==> src/rtl/control_unit_if.sv <==
// control_unit_if: strobe/status bundle between control_unit and Datapath2.
interface control_unit_if;
    logic [31:0] ir;
    logic        con_ff;
    logic        stop;
    logic        PCout, Zlowout, MDRout, BAout, Cout, InportOut;
    logic        PCin, MARin, MDRin, IRin, Yin, Zin, Rin, CONin, OutportIn;
    logic        Gra, Grb, Grc, Rout, IncPC, Read, Write;
    logic [4:0]  alu_op;
    logic        run;
    logic        illegal;
    logic [3:0]  t_state;

    modport master (
        input  ir, con_ff, stop,
        output PCout, Zlowout, MDRout, BAout, Cout, InportOut,
               PCin, MARin, MDRin, IRin, Yin, Zin, Rin, CONin, OutportIn,
               Gra, Grb, Grc, Rout, IncPC, Read, Write, alu_op, run, illegal, t_state
    );

    modport slave (
        output ir, con_ff, stop,
        input  PCout, Zlowout, MDRout, BAout, Cout, InportOut,
               PCin, MARin, MDRin, IRin, Yin, Zin, Rin, CONin, OutportIn,
               Gra, Grb, Grc, Rout, IncPC, Read, Write, alu_op, run, illegal, t_state
    );
endinterface

==> src/rtl/control_unit.sv <==
// control_unit: hardwired Moore sequencer for the Datapath2 RISC datapath.
// Fetches in T0-T2, decodes ir[31:27] in T3 and drives execute strobes through T7.
module control_unit #(
    parameter logic [4:0] ALU_ADD = 5'd0,
    parameter logic [4:0] ALU_SUB = 5'd1,
    parameter logic [4:0] ALU_AND = 5'd2,
    parameter logic [4:0] ALU_OR  = 5'd3
) (
    input  logic           clk,
    input  logic           clr,
    control_unit_if.master bus
);
    typedef enum logic [3:0] {
        T0 = 4'd0, T1 = 4'd1, T2 = 4'd2, T3 = 4'd3, T4 = 4'd4, T5 = 4'd5, T6 = 4'd6, T7 = 4'd7,
        RESET = 4'd8, HALT = 4'd9
    } state_e;

    state_e     state_q, state_d;
    logic [4:0] op, alu_sel;
    logic       is_ld, is_ldi, is_st, is_alu, is_imm, is_brx, is_jr, is_in, is_out, is_nop, is_halt;
    logic       is_mem, is_bad, last, ir_unused;

    assign op        = bus.ir[31:27];
    assign ir_unused = ^bus.ir[26:0];
    assign is_ld     = op == 5'b00000;
    assign is_ldi    = op == 5'b00001;
    assign is_st     = op == 5'b00010;
    assign is_alu    = op >= 5'b00011 && op <= 5'b00110;
    assign is_imm    = op >= 5'b01100 && op <= 5'b01110;
    assign is_brx    = op == 5'b10010;
    assign is_jr     = op == 5'b10100;
    assign is_in     = op == 5'b10110;
    assign is_out    = op == 5'b10111;
    assign is_nop    = op == 5'b11010;
    assign is_halt   = op == 5'b11011;
    assign is_mem    = is_ldi | is_ld | is_st;
    assign is_bad    = !(is_mem | is_alu | is_imm | is_brx | is_jr | is_in | is_out | is_nop | is_halt);
    assign alu_sel   = (op == 5'b00100) ? ALU_SUB :
                       (op == 5'b00101 || op == 5'b01101) ? ALU_AND :
                       (op == 5'b00110 || op == 5'b01110) ? ALU_OR : ALU_ADD;

    always_ff @(posedge clk) begin
        state_q <= !clr ? RESET : state_d;
    end

    // stop only matters on the edge that retires an instruction
    always_comb begin
        last = (state_q == T3 && (is_jr | is_in | is_out | is_nop | is_bad))
            || (state_q == T5 && (is_alu | is_imm | is_ldi))
            || (state_q == T6 && is_brx)
            || state_q == T7;
        state_d = state_q;
        if (last)
            state_d = bus.stop ? HALT : T0;
        else
            case (state_q)
                RESET:   state_d = T0;
                T0:      state_d = T1;
                T1:      state_d = T2;
                T2:      state_d = T3;
                T3:      state_d = is_halt ? HALT : T4;
                T4:      state_d = T5;
                T5:      state_d = T6;
                T6:      state_d = T7;
                default: state_d = state_q;
            endcase
    end

    always_comb begin
        bus.PCout     = 1'b0;
        bus.Zlowout   = 1'b0;
        bus.MDRout    = 1'b0;
        bus.BAout     = 1'b0;
        bus.Cout      = 1'b0;
        bus.InportOut = 1'b0;
        bus.PCin      = 1'b0;
        bus.MARin     = 1'b0;
        bus.MDRin     = 1'b0;
        bus.IRin      = 1'b0;
        bus.Yin       = 1'b0;
        bus.Zin       = 1'b0;
        bus.Rin       = 1'b0;
        bus.CONin     = 1'b0;
        bus.OutportIn = 1'b0;
        bus.Gra       = 1'b0;
        bus.Grb       = 1'b0;
        bus.Grc       = 1'b0;
        bus.Rout      = 1'b0;
        bus.IncPC     = 1'b0;
        bus.Read      = 1'b0;
        bus.Write     = 1'b0;
        bus.alu_op    = ALU_ADD;
        bus.illegal   = 1'b0;
        bus.run       = state_q != RESET && state_q != HALT;
        bus.t_state   = state_q;
        case (state_q)
            T0: begin
                bus.PCout = 1'b1;
                bus.MARin = 1'b1;
                bus.IncPC = 1'b1;
                bus.Zin   = 1'b1;
            end
            T1: begin
                bus.Zlowout = 1'b1;
                bus.PCin    = 1'b1;
                bus.Read    = 1'b1;
                bus.MDRin   = 1'b1;
            end
            T2: begin
                bus.MDRout = 1'b1;
                bus.IRin   = 1'b1;
            end
            T3: begin
                bus.Grb       = is_alu | is_imm | is_mem;
                bus.Yin       = is_alu | is_imm | is_mem;
                bus.BAout     = is_mem;
                bus.Rout      = is_alu | is_imm | is_brx | is_jr | is_out;
                bus.Gra       = is_brx | is_jr | is_in | is_out;
                bus.CONin     = is_brx;
                bus.PCin      = is_jr;
                bus.InportOut = is_in;
                bus.Rin       = is_in;
                bus.OutportIn = is_out;
                bus.illegal   = is_bad;
            end
            T4: begin
                bus.Grc    = is_alu;
                bus.Rout   = is_alu;
                bus.Cout   = is_imm | is_mem;
                bus.Zin    = is_alu | is_imm | is_mem;
                bus.alu_op = alu_sel;
                bus.PCout  = is_brx;
                bus.Yin    = is_brx;
            end
            T5: begin
                bus.Zlowout = is_alu | is_imm | is_mem;
                bus.Gra     = is_alu | is_imm | is_ldi;
                bus.Rin     = is_alu | is_imm | is_ldi;
                bus.MARin   = is_ld | is_st;
                bus.Cout    = is_brx;
                bus.Zin     = is_brx;
            end
            T6: begin
                bus.Read    = is_ld;
                bus.MDRin   = is_ld | is_st;
                bus.Gra     = is_st;
                bus.Rout    = is_st;
                bus.Zlowout = is_brx;
                bus.PCin    = is_brx & bus.con_ff;
            end
            T7: begin
                bus.MDRout = is_ld;
                bus.Gra    = is_ld;
                bus.Rin    = is_ld;
                bus.Write  = is_st;
            end
            default: ;
        endcase
    end
endmodule

==> src/flat_wrapper.sv <==
// flat-port wrapper written by rule: the top's interface ports become plain ports
module control_unit_flat 
#(
    parameter logic [4:0] ALU_ADD = 5'd0,
    parameter logic [4:0] ALU_SUB = 5'd1,
    parameter logic [4:0] ALU_AND = 5'd2,
    parameter logic [4:0] ALU_OR  = 5'd3
)
  (clk, clr, bus_ir, bus_con_ff, bus_stop, bus_PCout, bus_Zlowout, bus_MDRout, bus_BAout, bus_Cout, bus_InportOut, bus_PCin, bus_MARin, bus_MDRin, bus_IRin, bus_Yin, bus_Zin, bus_Rin, bus_CONin, bus_OutportIn, bus_Gra, bus_Grb, bus_Grc, bus_Rout, bus_IncPC, bus_Read, bus_Write, bus_alu_op, bus_run, bus_illegal, bus_t_state);
  control_unit_if bus_i ();
  input  logic clk;
  input  logic clr;
  input wire logic [$bits(bus_i.ir)-1:0] bus_ir;
  input wire logic [$bits(bus_i.con_ff)-1:0] bus_con_ff;
  input wire logic [$bits(bus_i.stop)-1:0] bus_stop;
  output wire logic [$bits(bus_i.PCout)-1:0] bus_PCout;
  output wire logic [$bits(bus_i.Zlowout)-1:0] bus_Zlowout;
  output wire logic [$bits(bus_i.MDRout)-1:0] bus_MDRout;
  output wire logic [$bits(bus_i.BAout)-1:0] bus_BAout;
  output wire logic [$bits(bus_i.Cout)-1:0] bus_Cout;
  output wire logic [$bits(bus_i.InportOut)-1:0] bus_InportOut;
  output wire logic [$bits(bus_i.PCin)-1:0] bus_PCin;
  output wire logic [$bits(bus_i.MARin)-1:0] bus_MARin;
  output wire logic [$bits(bus_i.MDRin)-1:0] bus_MDRin;
  output wire logic [$bits(bus_i.IRin)-1:0] bus_IRin;
  output wire logic [$bits(bus_i.Yin)-1:0] bus_Yin;
  output wire logic [$bits(bus_i.Zin)-1:0] bus_Zin;
  output wire logic [$bits(bus_i.Rin)-1:0] bus_Rin;
  output wire logic [$bits(bus_i.CONin)-1:0] bus_CONin;
  output wire logic [$bits(bus_i.OutportIn)-1:0] bus_OutportIn;
  output wire logic [$bits(bus_i.Gra)-1:0] bus_Gra;
  output wire logic [$bits(bus_i.Grb)-1:0] bus_Grb;
  output wire logic [$bits(bus_i.Grc)-1:0] bus_Grc;
  output wire logic [$bits(bus_i.Rout)-1:0] bus_Rout;
  output wire logic [$bits(bus_i.IncPC)-1:0] bus_IncPC;
  output wire logic [$bits(bus_i.Read)-1:0] bus_Read;
  output wire logic [$bits(bus_i.Write)-1:0] bus_Write;
  output wire logic [$bits(bus_i.alu_op)-1:0] bus_alu_op;
  output wire logic [$bits(bus_i.run)-1:0] bus_run;
  output wire logic [$bits(bus_i.illegal)-1:0] bus_illegal;
  output wire logic [$bits(bus_i.t_state)-1:0] bus_t_state;
  assign bus_i.ir = bus_ir;
  assign bus_i.con_ff = bus_con_ff;
  assign bus_i.stop = bus_stop;
  assign bus_PCout = bus_i.PCout;
  assign bus_Zlowout = bus_i.Zlowout;
  assign bus_MDRout = bus_i.MDRout;
  assign bus_BAout = bus_i.BAout;
  assign bus_Cout = bus_i.Cout;
  assign bus_InportOut = bus_i.InportOut;
  assign bus_PCin = bus_i.PCin;
  assign bus_MARin = bus_i.MARin;
  assign bus_MDRin = bus_i.MDRin;
  assign bus_IRin = bus_i.IRin;
  assign bus_Yin = bus_i.Yin;
  assign bus_Zin = bus_i.Zin;
  assign bus_Rin = bus_i.Rin;
  assign bus_CONin = bus_i.CONin;
  assign bus_OutportIn = bus_i.OutportIn;
  assign bus_Gra = bus_i.Gra;
  assign bus_Grb = bus_i.Grb;
  assign bus_Grc = bus_i.Grc;
  assign bus_Rout = bus_i.Rout;
  assign bus_IncPC = bus_i.IncPC;
  assign bus_Read = bus_i.Read;
  assign bus_Write = bus_i.Write;
  assign bus_alu_op = bus_i.alu_op;
  assign bus_run = bus_i.run;
  assign bus_illegal = bus_i.illegal;
  assign bus_t_state = bus_i.t_state;
  control_unit #(.ALU_ADD(ALU_ADD), .ALU_SUB(ALU_SUB), .ALU_AND(ALU_AND), .ALU_OR(ALU_OR)) u_core (.clk(clk), .clr(clr), .bus(bus_i));
endmodule
==> config.mk <==
export PLATFORM = sky130hd
export DESIGN_NAME = control_unit_flat
export DESIGN_NICKNAME = d
export VERILOG_FILES = /design/src/rtl/control_unit_if.sv /design/src/rtl/control_unit.sv /design/src/flat_wrapper.sv
export SDC_FILE = /design/constraint.sdc
export NUM_CORES = 1
export LEC_CHECK = 0
export CAP_MARGIN = 20
export CORE_ASPECT_RATIO = 1.75
export CORE_UTILIZATION = 29
export CTS_CLUSTER_DIAMETER = 60
export DETAILED_ROUTE_END_ITERATION = 16
export DONT_BUFFER_PORTS = 1
export MAX_ROUTING_LAYER = met4
export PLACE_DENSITY = 0.51
export SLEW_MARGIN = 15
export SYNTH_ARGS = -nofsm -noshare
export SYNTH_HDL_FRONTEND = slang
export SYNTH_SLANG_ARGS = --single-unit
==> constraint.sdc <==
create_clock -name clk -period 2.9 [get_ports clk]
set_input_delay 0.29 -clock clk [delete_from_list [all_inputs] [get_ports clk]]
set_output_delay 0.29 -clock clk [all_outputs]
set_load 0.01 [all_outputs]
==> flow_summary.json <==
{
  "status": "finished, final reports clean",
  "yosys.cell_types.count": 45,
  "totalNegativeSetupSlack_ps": 0,
  "cts_root_buf": "clkbuf_8",
  "grt_pass1_vias": 907,
  "wirelength_um": 2830,
  "final_layout_size_suffix_gt1_share_pct": 9.23,
  "hold_class": "input pin to flip-flop",
  "synth.most_common_cell": "nor2_1",
  "die_w_um": 43.3,
  "ios": 69,
  "synthAdderAreaFrac_pct": 0,
  "synth_commonest_cells": "nor2_1 (20), nand2_1 (10), inv_1 (8), nand2b_1 (7)",
  "cp_slowest_cell": "dfxtp_1",
  "grt_pass1_wl_um": 4280,
  "seq_area_frac_synth_pct": 9.26,
  "power.density_mw_per_mm2": 339,
  "max_cap_viol_count": 0,
  "fillers": 322,
  "max_stage_delay_ps": 650,
  "largest_register_ffs": 4,
  "syn-instance-count": 137,
  "diodes": 0,
  "gp_congestion": 0.836,
  "rsz0062_at_grt": "no",
  "fin_crit_sh_pct": 78.7,
  "grt_use_total_pct": 17.5,
  "fin_ws_ps": 617,
  "post-route-min-period_ps": 2280,
  "post_drt_wl_per_cell_um": 18.0,
  "power.leakage_nw": 0.337,
  "syn_avg_cell_area_sq_um": 6.31,
  "synth_compound_area_share_pct": 28.1,
  "yosysTopAreaCellShare_pct": 9.26,
  "timing.critical_path.from_type": "flip-flop",
  "required_ps": 2610,
  "clock_latency_ps": 210,
  "first_iter_violations": 12,
  "cp.arrival_ps": 1990,
  "synth_ff_type": "dfxtp_1",
  "fmaxAchievable_mhz": 438,
  "grt_max_degree": 17,
  "first_pass_iters": 4,
  "skew_ps": 1.43,
  "multiInputGateArea_sq_um": 662,
  "clkSlewWorstSetupHoldPaths_ps": 30,
  "drtAntennaViolNets": 0,
  "clock_sinks": 4,
  "cts_tree": "built",
  "hold_viol": 0,
  "htreeDepth": 1,
  "path_cells": "nor2b_1 -> nand2_1 -> nor2_1 -> a22oi_1 -> o211ai_1",
  "synth-simple-area-share_pct": 42.0,
  "synth_top_cell_by_area": "dfxtp_1",
  "slew_viol_final": 0,
  "endpoint_kind": "output pin",
  "yosys-top-cells-area": "dfxtp_1 (9.3%), nor2_1 (8.7%), nand2b_1 (5.1%), nand2_1 (4.3%), or3_1 (4.3%)",
  "place_ws_ps": 848,
  "hold_path.startpoint": "clr",
  "synth_mux_area_share_pct": 1.16,
  "dp_hpwl_um": 2240,
  "critPathKind": "flip-flop to output pin",
  "cts_buffers": 3,
  "worst_slew_pin_slew_ps": 691,
  "grt_antenna_before_repair": 0,
  "yosysWarnings": 0,
  "synth_top_family_by_area": "simple AND/OR/NAND/NOR gates",
  "syn-cell-area_sq_um": 865,
  "initial_core_util_pct": 31.4,
  "die_area_sq_mm": 0.00321,
  "reg2reg_from": "u_core.bus.t_state[3]",
  "vdd.ir_drop.worst_mv": 0.126,
  "cts_hold_buf": 0,
  "final-seq-area_sq_um": 80.1,
  "cp-startpoint": "u_core.bus.t_state[0]",
  "postSynth.asyncResetShare_pct": 0,
  "grt.overflow.total": 0,
  "cts_resized": 0,
  "cts_setup_buffers": 0,
  "die_h_um": 74.2,
  "ys_ff_latch": 4,
  "power_mw": 0.296,
  "cts_buffer_depth": 2,
  "area_growth_pct": 1.01,
  "vias": 940,
  "nets": 168,
  "worstPathMaxFanout": 13,
  "via_per_inst": 5.99,
  "rows": 25,
  "drc": 0,
  "slew-limit-headroom_pct": 53.8,
  "fin_hold_ws_ps": 163,
  "yosys.area_share.xor_xnor_pct": 4.05,
  "setup_viol": 0,
  "crit_buf_inv": 0,
  "crit_family": "simple AND/OR/NAND/NOR gates",
  "synth_edf_count": 0,
  "io_buffers": 0,
  "fp.coreArea_sq_mm": 0.00275
}
==> stage by stage <==
step	util, %	std cells	area, sq um
after global placement	30.2	154	832
final	31.7	157	873
after floorplan	-	139	872
after detailed placement	30.2	154	832
after global routing	31.7	157	873
after CTS	31.7	157	873
==> path summary, 6_finish.rpt <==
kind	to	slack (ps)	cells past startpoint
hold reg to reg	u_core.bus.t_state[2]	750	2
setup / recovery	bus_Rout	620	5
hold / removal	u_core.bus.t_state[3]	160	1
setup reg to reg	u_core.bus.t_state[0]	1230	6
==> worst register-to-register path, delay by kind of cell, from the launching register on <==
| kind | cells | cell delay [ps] |
|---|---|---|
| and+or+nand+nor | 1 | 190 |
| AOI/OAI and AO/OA | 3 | 490 |
| DFF | 1 | 450 |
| muxes | 1 | 220 |
| buffers and inverters | 1 | 260 |
==> metal layers <==
| metal | up-vias | track usage [%] | share of wire, % |
|---|---|---|---|
| met5 | - | - | 0 |
| met4 | 0 | 4.04 | 0 |
| met2 | 29 | 35.3 | 58 |
| li1 | 462 | - | - |
| met3 | 0 | 2.67 | 5.8 |
| met1 | 449 | 16.6 | 36 |
==> cell families (layout without fill, tap and decap cells) <==
group / Yosys count / after routing
AO/OA/AOI/OAI: 35 / 35
multiplexers: 1 / 1
buffers and inverters: 24 / 15
flip-flops: 4 / 4
XOR/XNOR: 4 / 4
AND/OR/NAND/NOR: 68 / 68
other: 1 / 3
==> where the power goes <==
part           leakage (nW)  total [mW]  switching, mW  internal, mW
sequential           0.0330      0.0725         0.0123        0.0603
combinational         0.282       0.109         0.0695        0.0395
clock                0.0216       0.115         0.0265        0.0883
==> cells in the final DEF, fill, tap and decap left out, types with 2 or more instances in the layout <==
cell type   n
a211oi_1    3
a21oi_1     6
a22oi_1     2
a31oi_1     5
and3_1      2
buf_4       3
clkbuf_8    3
conb_1      3
dfxtp_1     4
inv_1       8
nand2_1    10
nand2b_1    7
nand3_1     6
nor2_1     20
nor2b_1     5
nor3_1      4
o21ai_0     6
or2_1       2
or3_1       6
xnor2_1     2
xor2_1      2
==> area by class of cell <==
class / count / area share (%)
Clock buffer: 3 / 4.73
Sequential cell: 4 / 9.17
Tap cell: 27 / 3.87
Inverter: 9 / 3.87
Multi-Input combinational cell: 111 / 75.8
Timing Repair Buffer: 3 / 2.58
(Power assumes the default switching activity.)
